File: src/rtl/feature_packer_if.sv
// rtl/feature_packer_if.sv - raw feature beat input and packed frame output handshakes
interface feature_packer_if #(
    parameter int NUM_FEAT = 11,
    parameter int FEAT_W   = 4,
    parameter int IN_W     = 8
);
    logic                       in_valid;
    logic                       in_ready;
    logic [IN_W-1:0]            in_data;
    logic                       in_sof;
    logic                       out_valid;
    logic                       out_ready;
    logic [NUM_FEAT*FEAT_W-1:0] out;
    logic                       frame_err;

    modport master (
        output in_valid, in_data, in_sof, out_ready,
        input  in_ready, out_valid, out, frame_err
    );

    modport slave (
        input  in_valid, in_data, in_sof, out_ready,
        output in_ready, out_valid, out, frame_err
    );
endinterface

File: src/rtl/feature_packer.sv
// rtl/feature_packer.sv - packs NUM_FEAT raw samples into one frame; FEATURE_PACKER_CLAMP_EN saturates instead of truncating
module feature_packer #(
    parameter int NUM_FEAT = 11,
    parameter int FEAT_W   = 4,
    parameter int IN_W     = 8
) (
    input  logic             clk,
    input  logic             rst_n,
    feature_packer_if.slave  bus
);
    localparam int CNT_W = (NUM_FEAT > 1) ? $clog2(NUM_FEAT) : 1;
    localparam logic [CNT_W-1:0] LAST = CNT_W'(NUM_FEAT - 1);
    localparam logic [IN_W-1:0]  SAT  = IN_W'((1 << FEAT_W) - 1);

    typedef enum logic {FILL, HOLD} state_t;

    state_t                     state, state_nxt;
    logic [CNT_W-1:0]           cnt, cnt_nxt, idx;
    logic [NUM_FEAT*FEAT_W-1:0] frame;
    logic                       frame_err_q, err_nxt;
    logic                       accept, consume;
    logic [FEAT_W-1:0]          feat;

`ifdef FEATURE_PACKER_CLAMP_EN
    assign feat = (bus.in_data > SAT) ? {FEAT_W{1'b1}} : bus.in_data[FEAT_W-1:0];
`else
    logic unused_sat;
    assign unused_sat = ^{SAT, bus.in_data};
    assign feat = bus.in_data[FEAT_W-1:0];
`endif

    assign bus.in_ready  = (state == FILL) || bus.out_ready;
    assign bus.out_valid = (state == HOLD);
    assign bus.out       = frame;
    assign bus.frame_err = frame_err_q;

    always_ff @(posedge clk) begin
        if (!rst_n) state <= FILL;
        else        state <= state_nxt;
    end

    // A beat taken while a held frame is consumed becomes slot 0 of the next frame.
    always_comb begin
        state_nxt = state;
        cnt_nxt   = cnt;
        err_nxt   = 1'b0;
        accept    = bus.in_valid && bus.in_ready;
        consume   = (state == HOLD) && bus.out_ready;
        idx       = bus.in_sof ? '0 : cnt;
        if (consume) state_nxt = FILL;
        if (accept) begin
            err_nxt = bus.in_sof && (cnt != '0) && (state == FILL);
            if (idx == LAST) begin
                cnt_nxt   = '0;
                state_nxt = HOLD;
            end else begin
                cnt_nxt = idx + 1'b1;
            end
        end
    end

    always_ff @(posedge clk) begin
        if (!rst_n) begin
            cnt         <= '0;
            frame       <= '0;
            frame_err_q <= 1'b0;
        end else begin
            cnt         <= cnt_nxt;
            frame_err_q <= err_nxt;
            if (accept) begin
                for (int k = 0; k < NUM_FEAT; k++) begin
                    if (idx == CNT_W'(k)) frame[k*FEAT_W +: FEAT_W] <= feat;
                end
            end
        end
    end
endmodule

File: src/flat_wrapper.sv
// flat-port wrapper written by rule: the top's interface ports become plain ports
module feature_packer_flat 
#(
    parameter int NUM_FEAT = 11,
    parameter int FEAT_W   = 4,
    parameter int IN_W     = 8
)
  (clk, rst_n, bus_in_valid, bus_in_data, bus_in_sof, bus_out_ready, bus_in_ready, bus_out_valid, bus_out, bus_frame_err);
  feature_packer_if #(.NUM_FEAT(NUM_FEAT), .FEAT_W(FEAT_W), .IN_W(IN_W)) bus_i ();
  input  logic clk;
  input  logic rst_n;
  input wire logic [$bits(bus_i.in_valid)-1:0] bus_in_valid;
  input wire logic [$bits(bus_i.in_data)-1:0] bus_in_data;
  input wire logic [$bits(bus_i.in_sof)-1:0] bus_in_sof;
  input wire logic [$bits(bus_i.out_ready)-1:0] bus_out_ready;
  output wire logic [$bits(bus_i.in_ready)-1:0] bus_in_ready;
  output wire logic [$bits(bus_i.out_valid)-1:0] bus_out_valid;
  output wire logic [$bits(bus_i.out)-1:0] bus_out;
  output wire logic [$bits(bus_i.frame_err)-1:0] bus_frame_err;
  assign bus_i.in_valid = bus_in_valid;
  assign bus_i.in_data = bus_in_data;
  assign bus_i.in_sof = bus_in_sof;
  assign bus_i.out_ready = bus_out_ready;
  assign bus_in_ready = bus_i.in_ready;
  assign bus_out_valid = bus_i.out_valid;
  assign bus_out = bus_i.out;
  assign bus_frame_err = bus_i.frame_err;
  feature_packer #(.NUM_FEAT(NUM_FEAT), .FEAT_W(FEAT_W), .IN_W(IN_W)) u_core (.clk(clk), .rst_n(rst_n), .bus(bus_i));
endmodule
File: config.mk
export PLATFORM = sky130hd
export DESIGN_NAME = feature_packer_flat
export DESIGN_NICKNAME = d
export VERILOG_FILES = /design/src/rtl/feature_packer_if.sv /design/src/rtl/feature_packer.sv /design/src/flat_wrapper.sv
export SDC_FILE = /design/constraint.sdc
export NUM_CORES = 1
export LEC_CHECK = 0
export ABC_AREA = 1
export CELL_PAD_IN_SITES_DETAIL_PLACEMENT = 1
export CELL_PAD_IN_SITES_GLOBAL_PLACEMENT = 2
export CORE_MARGIN = 4
export CORE_UTILIZATION = 25
export CTS_BUF_LIST = sky130_fd_sc_hd__clkbuf_16
export DETAILED_ROUTE_END_ITERATION = 10
export PLACE_DENSITY_LB_ADDON = 0.08
export SLEW_MARGIN = 20
export SYNTH_ARGS = -nofsm -noshare
export SYNTH_HDL_FRONTEND = slang
export SYNTH_SLANG_ARGS = --single-unit
File: constraint.sdc
create_clock -name clk -period 1.68 [get_ports clk]
set_input_delay 0.252 -clock clk [delete_from_list [all_inputs] [get_ports clk]]
set_output_delay 0.252 -clock clk [all_outputs]
set_load 0.01 [all_outputs]
Word-level counts from Yosys, hierarchy flattened
Cells that the tools add are included.

word-level totals
  bits in registers = 50
  bits in latches = 0
  memory bits (writable) = 0
  memory bits (read-only) = 0
  input port bits = 13
  output and inout bits = 47
  logic and storage cells = 50
  memories = 0

operators by class
  add/subtract/negate cells = 1
  multiply operators = 0
  divide/modulo/power cells = 0
  magnitude comparators = 0
  eq/ne operators = 10
  shift operators = 0
  mux-type cells = 5
  bitwise operators = 1
  reductions and logical operators = 19

operators by type and width
  kind                 number
  $reduce_and 2->1     12
  $eq 4x3->1 const B   4
  $eq 4x4->1 const B   3
  $eq 4x2->1 const B   2
  $mux 4               2
  $add 4x1->4 const B  1
  $eq 4x1->1 const B   1
  $logic_and 1x1->1    4
  $logic_not 4->1      1
  $reduce_bool 4->1    1
  $mux 1               3
  $logic_or 1x1->1     1
  $not 1->1            1

Longest topological paths before layout
Gate-level depths: netlist of run 1.

  depth in word-level cells = 4
  mapped depth = 8

Least setup slack after synthesis of run 1
Ideal clock, no wire load.

  path kind = reg2reg
  start = reg u_core.state (netlist: u_core.bus.out_valid)
  end = reg u_core.frame[10] (netlist: u_core.bus.out[10])
  library setup time = 0.070 ns
  arrival time = 1.131 ns
  slack = 0.479 ns
  cell stages (with the launch flop) = 8
  period minus slack after synthesis = 1.201 ns
  path through = dfxtp_1 > nand2_2 > nand2_4 > nor2_2 > buf_6 > nand2_1 > nand2_1 > a21oi_1

between the ends
  word-level cells in the longest chain between the ends = 4

ends and longest elaborated chain
  element                        line                  source
  start, declared                feature_packer.sv:17  state_t state, state_nxt;
  start signal, assigned         feature_packer.sv:39  else state <= state_nxt;
  $not 1->1                      feature_packer.sv:32  assign bus.in_ready = (state == FILL) || bus.out_ready;
  $logic_or 1x1->1               feature_packer.sv:32
  via bus_in_ready               flat_wrapper.sv:16    output wire logic [$bits(bus_i.in_ready)-1:0] bus_in_ready;
  $logic_and 1x1->1              feature_packer.sv:47  accept = bus.in_valid && bus.in_ready;
  $reduce_and 2->1 (no line)     n/a
  end signal, assigned by index  feature_packer.sv:72  if (idx == CNT_W'(k)) frame[k*FEAT_W +: FEAT_W] <= feat;
  end, declared                  feature_packer.sv:19  logic [NUM_FEAT*FEAT_W-1:0] frame;

The timed path passes the listed nets, and every way through them passes these cells.
A chain may end at the register's enable or synchronous reset.

Final worst setup path of run 1
  start = reg u_core.state (netlist: u_core.bus.out_valid)
  end = out bus_out_valid

RTL lines
  element        line                source
  end, declared  flat_wrapper.sv:17  output wire logic [$bits(bus_i.out_valid)-1:0] bus_out_valid;

No word-level cell between the ends.

==> reports/qor_table.md, run 1 <==
| Result | Reported |
|:---|:---|
| Final slew viol count | 0 |
| Slowest cell on crit path | sky130_fd_sc_hd__clkdlybuf4s50_1 |
| Clock slew seen by the registers of the worst setup and hold paths | 60 ps |
| Floorplan Core Area | 0.00789 sq mm |
| Maximum number of pins on one net before global-route repair | 25 |
| Clock H-tree levels | 2 |
| Overall routing resource usage | 0.134 |
| Mean cell area of the mapped netlist | 7.40 sq um |
| Initial antenna violation count | 0 |
| Period Utilization, post-route | 0.924 |
| Drt first pass iters | 4 |
| Yosys Warn Count | 0 |
| Top-level port count | 60 |
| Endpoint class of the critical path | output pin |
| Outcome | finished clean |
| Worst VDD drop | 553 uV |
| CTS root buf | sky130_fd_sc_hd__clkbuf_16 |
| Die extent in y | 98.9 microns |
| Synthesized Nets | 292 |
| Maximum single-stage delay on the critical path | 580 ps |
| Placer congestion estimate | 0.774 |
| Worst slew margin relative to its limit | 0.734 |
| Placed instance area | 0.00289 sq mm |
| Mapped Cells | 279 |
| Vias per cell | 4.34 |
| Floorplan die area | 0.00978 sq mm |
| Total leakage power | 0.00115 uW |
| CP cell instances | clkdlybuf4s50_1 |
| Synth-to-Final Area Change | 47.8% |
| Commonest cells in the synthesized netlist | 67 x sky130_fd_sc_hd__nand2_1, 53 x sky130_fd_sc_hd__nor2_1, 50 x sky130_fd_sc_hd__dfxtp_1 |
| CP startpoint kind | flip-flop |
| Bufs on Longest Clock Path | 2 |
| Clock tree from TritonCTS | yes |
| Global-route wire length before repair | 10700 microns |
| Min Clock Period, post-route | 1550 ps |
| Upper clock frequency limit | 0.644 GHz |
| Reg2reg setup slack | 290 ps |
| Maximum net fanout on the critical path | 4 |
| CP delay by family, top | buffers and inverters |
| Setup repair after global routing missed its margin | false |
| Cell Pwr Density | 825 mW/mm^2 |
| Number of DRC violations after detailed routing | 0 |
| TritonCTS sink count | 50 |
| Setup violations, final | 0 |
| Cell area after synthesis | 0.00207 sq mm |
| Aggregate routed wire length | 6120 microns |
| FF+latch area | 0.00100 sq mm |
| Width of the chip | 98.9 microns |
| Utilization after layout | 0.387 |
| Count of flip-flops with a built-in enable after synthesis | 0 |
| Input/output buffers | 55 |
| Max Cap Viol | 0 |
| Post-synthesis sequential area ratio | 0.485 |
| Number of global-route vias before repair | 2098 |
| Most used standard cell by instance count after synthesis | sky130_fd_sc_hd__nand2_1 |
| Hold crit path type | flip-flop to flip-flop |
| Ys flop type | sky130_fd_sc_hd__dfxtp_1 |
| Later-pin clock latency in the skew report | 280 ps |
| Standard-cell row count | 32 |
| Multi-input combinational cell area | 942 sq um |
| Count of buffering cells on the critical path with inverters included | 1 |
| Fraction of layout cells with a size suffix above 1 | 0.149 |
| Via count of the routed design | 1988 |
| Nets | 368 |
| Cell type with the highest aggregate area in the netlist | sky130_fd_sc_hd__dfxtp_1 |
| Setup bufs post-CTS | 0 |
| Initial drt markers | 43 |
| Number of antenna-violating nets in the routed design | 0 |
| Data required time of the critical path | 1430 ps |
| Fin. Hold Viols | 0 |
| Top cell type's share of synthesized area | 0.485 |
| Starting density of the core | 0.262 |
| Least-Margin Pin Slew | 398 ps |
| Count of cell types in the netlist | 21 |
| Setup Skew | 5.24 ps |
| Number of buffers created by CTS | 5 |
| Detail-routed net length per standard cell | 13.4 microns |
| HPWL after detailed placement | 4490 microns |
| Global route overflow | 0 |
| Design area | 0.00305 sq mm |
| Number of diodes added for antenna fixing | 0 |
| Largest cells by area after synthesis | sky130_fd_sc_hd__dfxtp_1 48%, sky130_fd_sc_hd__nand2_1 12%, sky130_fd_sc_hd__nor2_1 9.6%, sky130_fd_sc_hd__a21oi_1 5.8%, sky130_fd_sc_hd__nand3_1 5.6% |
| Critical path class | flip-flop to output pin |
| Data arrival time at the worst-slack endpoint | 1300 ps |
| Proportion of register bits with asynchronous set or reset after synthesis | 0 |
| FF+latch count, synth | 50 |
| Layout fillers | 973 |
-- worst min-delay path: stages, from the launching register on --
cell and delay (ps):
sky130_fd_sc_hd__dfxtp_1 310, sky130_fd_sc_hd__nand2_1 60, sky130_fd_sc_hd__a21oi_1 50
-- state kept, by name (all words and copies together) (netlist names) --
| name | cells |
|---|---|
| u_core.bus.out_valid | 1 |
| u_core.bus.frame_err | 1 |
| u_core.cnt | 4 |
| u_core.bus.out | 44 |
-- final cells by class --
type	instances	share of cell area
Inverter	15	0.0184
Multi-Input combinational cell	201	0.308
Timing Repair Buffer	82	0.250
Tap cell	102	0.0418
Clock inverter	3	0.0123
Clock buffer	5	0.0410
Sequential cell	50	0.328
-- timing repair --
| action | 4_1_cts | 5_1_grt |
|---|---|---|
| gates resized for setup | 1 | 0 |
| setup endpoints to repair | 1 | 0 |
| endpoints found under the hold margin | 0 | 0 |
| hold buffers | 0 | 0 |
-- cell families (layout without fill, tap and decap cells) --
family          Yosys count  in the layout  synth area share
simple gates            164            164             0.359
buf+inv                  28            105            0.0594
compound gates           37             37            0.0975
flops                    50             50             0.485
-- worst paths after layout --
path | start | cells past startpoint | endpoint
setup / recovery | u_core.bus.out_valid | 1 | bus_out_valid
hold / removal | u_core.bus.out[3] | 2 | u_core.bus.out[3]
setup reg to reg | u_core.cnt[1] | 5 | u_core.bus.out[17]
hold reg to reg | u_core.bus.out[3] | 2 | u_core.bus.out[3]
-- cell usage in the layout, fill, tap and decap left out, types with 2 or more instances in the layout --
| master | instances |
|---|---|
| sky130_fd_sc_hd__nor2_4 | 7 |
| sky130_fd_sc_hd__clkdlybuf4s50_1 | 54 |
| sky130_fd_sc_hd__nand2_2 | 6 |
| sky130_fd_sc_hd__dfxtp_1 | 50 |
| sky130_fd_sc_hd__nand2_1 | 67 |
| sky130_fd_sc_hd__inv_1 | 13 |
| sky130_fd_sc_hd__o21ai_0 | 10 |
| sky130_fd_sc_hd__nand3_1 | 23 |
| sky130_fd_sc_hd__inv_2 | 3 |
| sky130_fd_sc_hd__nand4_1 | 5 |
| sky130_fd_sc_hd__a21oi_1 | 24 |
| sky130_fd_sc_hd__buf_4 | 26 |
| sky130_fd_sc_hd__nor2_1 | 53 |
| sky130_fd_sc_hd__a31oi_1 | 2 |
| sky130_fd_sc_hd__clkbuf_16 | 5 |
-- metal layers --
| layer | vias to the layer above | GRT usage | part of all wire | wire, microns |
|---|---|---|---|---|
| li1 | 1040 | - | - | - |
| met1 | 905 | 0.186 | 0.48 | 2970 |
| met2 | 38 | 0.211 | 0.47 | 2860 |
| met3 | 5 | 0.0290 | 0.040 | 247 |
| met4 | 0 | 0.0347 | 0.0077 | 47 |
| met5 | - | 0 | 0 | 0 |
-- per-stage QoR --
stage | hold slack (ps) | TNS, ps | power (uW) | setup WS (ps) | std cells
after global placement | 454 | -1130 | 1440 | -52.1 | 450
after floorplan | 393 | 0 | 1340 | 479 | 279
after detailed placement | 455 | -963 | 1440 | -56.6 | 450
after CTS | 468 | 0 | 2580 | 105 | 458
after global routing | 485 | 0 | 2640 | 60.7 | 458
final | 464 | 0 | 2520 | 127 | 458
-- where the power goes --
| part | internal [uW] | switching (uW) | leakage (uW) |
|---|---|---|---|
| logic | 88.4 | 112 | 0.000656 |
| registers | 1200 | 9.37 | 0.000404 |
| clock network | 692 | 421 | 0.0000864 |
Power figures use the tool's default switching activity.
==> inputs of run 2 (changes only) <==
- CORE_UTILIZATION: 25 -> 27
- CTS_CLUSTER_SIZE: unset -> 30
- clock period: 1.68 -> 1.95 ns (I/O delays scaled with it)
==> run 2 against run 1 <==
Against the previous run:
- utilization is 1.3 points higher
- global-route usage barely moved
- sequential cell count did not move
- sequential share of layout area rose by 1.3 points
- clock skew down 2.0 ps
- first-iteration DRC count is 23% higher
- critical path depth up 3
- clock power down 15%
- total power down 15%
- highest routed layer unchanged
==> reports/qor_table.md, run 2 (same netlist as run 1, synthesis figures left out) <==
| Result | Reported | vs previous |
|:---|:---|:---|
| Number of global-route vias before repair | 1944 | -7.3% |
| Least-Margin Pin Slew | 841 ps | +443 ps |
| Layout fillers | 911 | -6.4% |
| Pwr Total | 2140 uW | -15% |
| Initial antenna violation count | 0 | unchanged |
| Fraction of layout cells with a size suffix above 1 | 0.106 | -0.0427 |
| Data arrival time at the worst-slack endpoint | 1470 ps | +170 ps |
| Via count of the routed design | 1948 | -2.0% |
| Critical path class | input port to output pin |  |
| Width of the chip | 95.5 microns | -3.5% |
| Global route overflow | 0 | unchanged |
| HPWL after detailed placement | 4160 microns | -7.5% |
| Cell Pwr Density | 728 mW/mm^2 | -12% |
| Setup violations, final | 0 | unchanged |
| CP startpoint kind | input port |  |
| Min Clock Period, post-route | 1770 ps |  |
| FF+latch area | 0.00100 sq mm | unchanged |
| Most used cells in the layout excluding fill and tap cells | 67 x sky130_fd_sc_hd__nand2_1, 55 x sky130_fd_sc_hd__clkdlybuf4s50_1, 53 x sky130_fd_sc_hd__nor2_1, 50 x sky130_fd_sc_hd__dfxtp_1, 24 x sky130_fd_sc_hd__a21oi_1 |  |
| Floorplan Core Area | 0.00733 sq mm | -7.1% |
| Data required time of the critical path | 1660 ps | +230 ps |
| Max Cap Viol | 0 | unchanged |
| Endpoint class of the critical path | output pin |  |
| Standard-cell row count | 31 | -3.1% |
| Aggregate routed wire length | 5790 microns | -5.5% |
| Clock slew seen by the registers of the worst setup and hold paths | 60 ps | about the same |
| Final total negative setup slack | 0 ps | unchanged |
| Number of DRC violations after detailed routing | 0 | unchanged |
| Reg2reg setup slack | 440 ps | +150 ps |
| Setup repair after global routing missed its margin | false |  |
| Outcome | finished clean |  |
| Bufs on Longest Clock Path | 2 | unchanged |
| Clock H-tree levels | 2 | unchanged |
| Final slew viol count | 0 | unchanged |
| Hold crit path type | flip-flop to flip-flop |  |
| Cells resized by post-CTS repair | 0 | -1 |
| Drt first pass iters | 4 | unchanged |
| Nets | 351 | -4.6% |
| Number of hold buffers added after CTS | 0 | unchanged |
| Setup bufs post-CTS | 0 | unchanged |
| Global-route wire length before repair | 9600 microns | -10% |
| Initial drt markers | 53 | +23% |
| Floorplan die area | 0.00911 sq mm | -6.8% |
| Overall routing resource usage | 0.135 | +0.000415 |
| Die extent in y | 95.5 microns | -3.5% |
| Top-level port count | 60 | unchanged |
| Vias per cell | 4.45 | +2.5% |
| Total leakage power | 0.00107 uW | -6.5% |
| Utilization after layout | 0.401 | +0.0134 |
| Input/output buffers | 55 | unchanged |
| Multi-input combinational cell area | 942 sq um | unchanged |
| Number of buffers created by CTS | 5 | unchanged |
| Synth-to-Final Area Change | 42.2% |  |
| Upper clock frequency limit | 0.566 GHz |  |
| Setup Skew | 3.29 ps | -1.96 ps |
| Fin. Hold Viols | 0 | unchanged |
| CTS root buf | sky130_fd_sc_hd__clkbuf_16 |  |
| Maximum net fanout on the critical path | 3 | -1 |
| Worst VDD drop | 413 uV | -25% |
| Later-pin clock latency in the skew report | 280 ps | about the same |
| Detail-routed net length per standard cell | 13.2 microns | -1.1% |
| TritonCTS sink count | 50 | unchanged |
| Starting density of the core | 0.282 | +0.0199 |
| Number of diodes added for antenna fixing | 0 | unchanged |
| Placer congestion estimate | 0.787 | +1.7% |
| Period Utilization, post-route | 0.906 |  |
| Maximum number of pins on one net before global-route repair | 26 | +4.0% |
| Max reg flops | 44 | unchanged |
| Clock tree from TritonCTS | yes |  |
| Number of antenna-violating nets in the routed design | 0 | unchanged |
| Worst slew margin relative to its limit | 0.439 | -0.295 |
| Commonest non-fill, non-tap cell in the layout | sky130_fd_sc_hd__nand2_1 |  |
run 2: path summary, 6_finish.rpt:
| kind | start | cells after the start | end |
|---|---|---|---|
| worst max-delay path | bus_out_ready | 4 | bus_in_ready |
| worst min-delay path | u_core.bus.out[6] | 2 | u_core.bus.out[6] |
| worst max register to register | u_core.cnt[1] | 4 | u_core.bus.out[19] |
| worst min register to register | u_core.bus.out[6] | 2 | u_core.bus.out[6] |
run 2: per-stage QoR:
step / setup slack, ps / cells / area (sq um) / hold WS, ps
floorplan: 749 / 279 / 2070 / 433
global placement: 136 / 430 / 2770 / 452
detailed placement: 104 / 430 / 2770 / 459
CTS: 169 / 438 / 2940 / 468
global route: 127 / 438 / 2940 / 491
finish: 183 / 438 / 2940 / 463
run 2: per-layer routing:
metal,vias up,track usage,wire length [microns]
li1,1006,-,-
met1,907,0.177,2770
met2,33,0.227,2760
met3,2,0.0300,236
met4,0,0.0249,23
met5,-,0,0
run 2: layout make-up:
| type | count | share of cell area |
|---|---|---|
| repair buffers | 65 | 0.222 |
| flip-flops and latches | 50 | 0.341 |
| inverters | 15 | 0.0192 |
| multi-input cells | 201 | 0.321 |
| well taps | 99 | 0.0422 |
| clock buffers | 5 | 0.0426 |
| clock inverters | 3 | 0.0128 |
run 2: worst max-delay path, stage by stage:
cell,delay (ps)
sky130_fd_sc_hd__clkdlybuf4s50_1,450
sky130_fd_sc_hd__inv_1,70
sky130_fd_sc_hd__nand2_2,110
sky130_fd_sc_hd__clkdlybuf4s50_1,550
run 2: report_power, final:
group / leakage, uW / switching, uW / internal (uW)
Combinational: 0.000581 / 94.5 / 64.7
Sequential: 0.000404 / 7.82 / 1030
Clock: 0.0000864 / 345 / 596
Total: 0.00107 / 448 / 1690
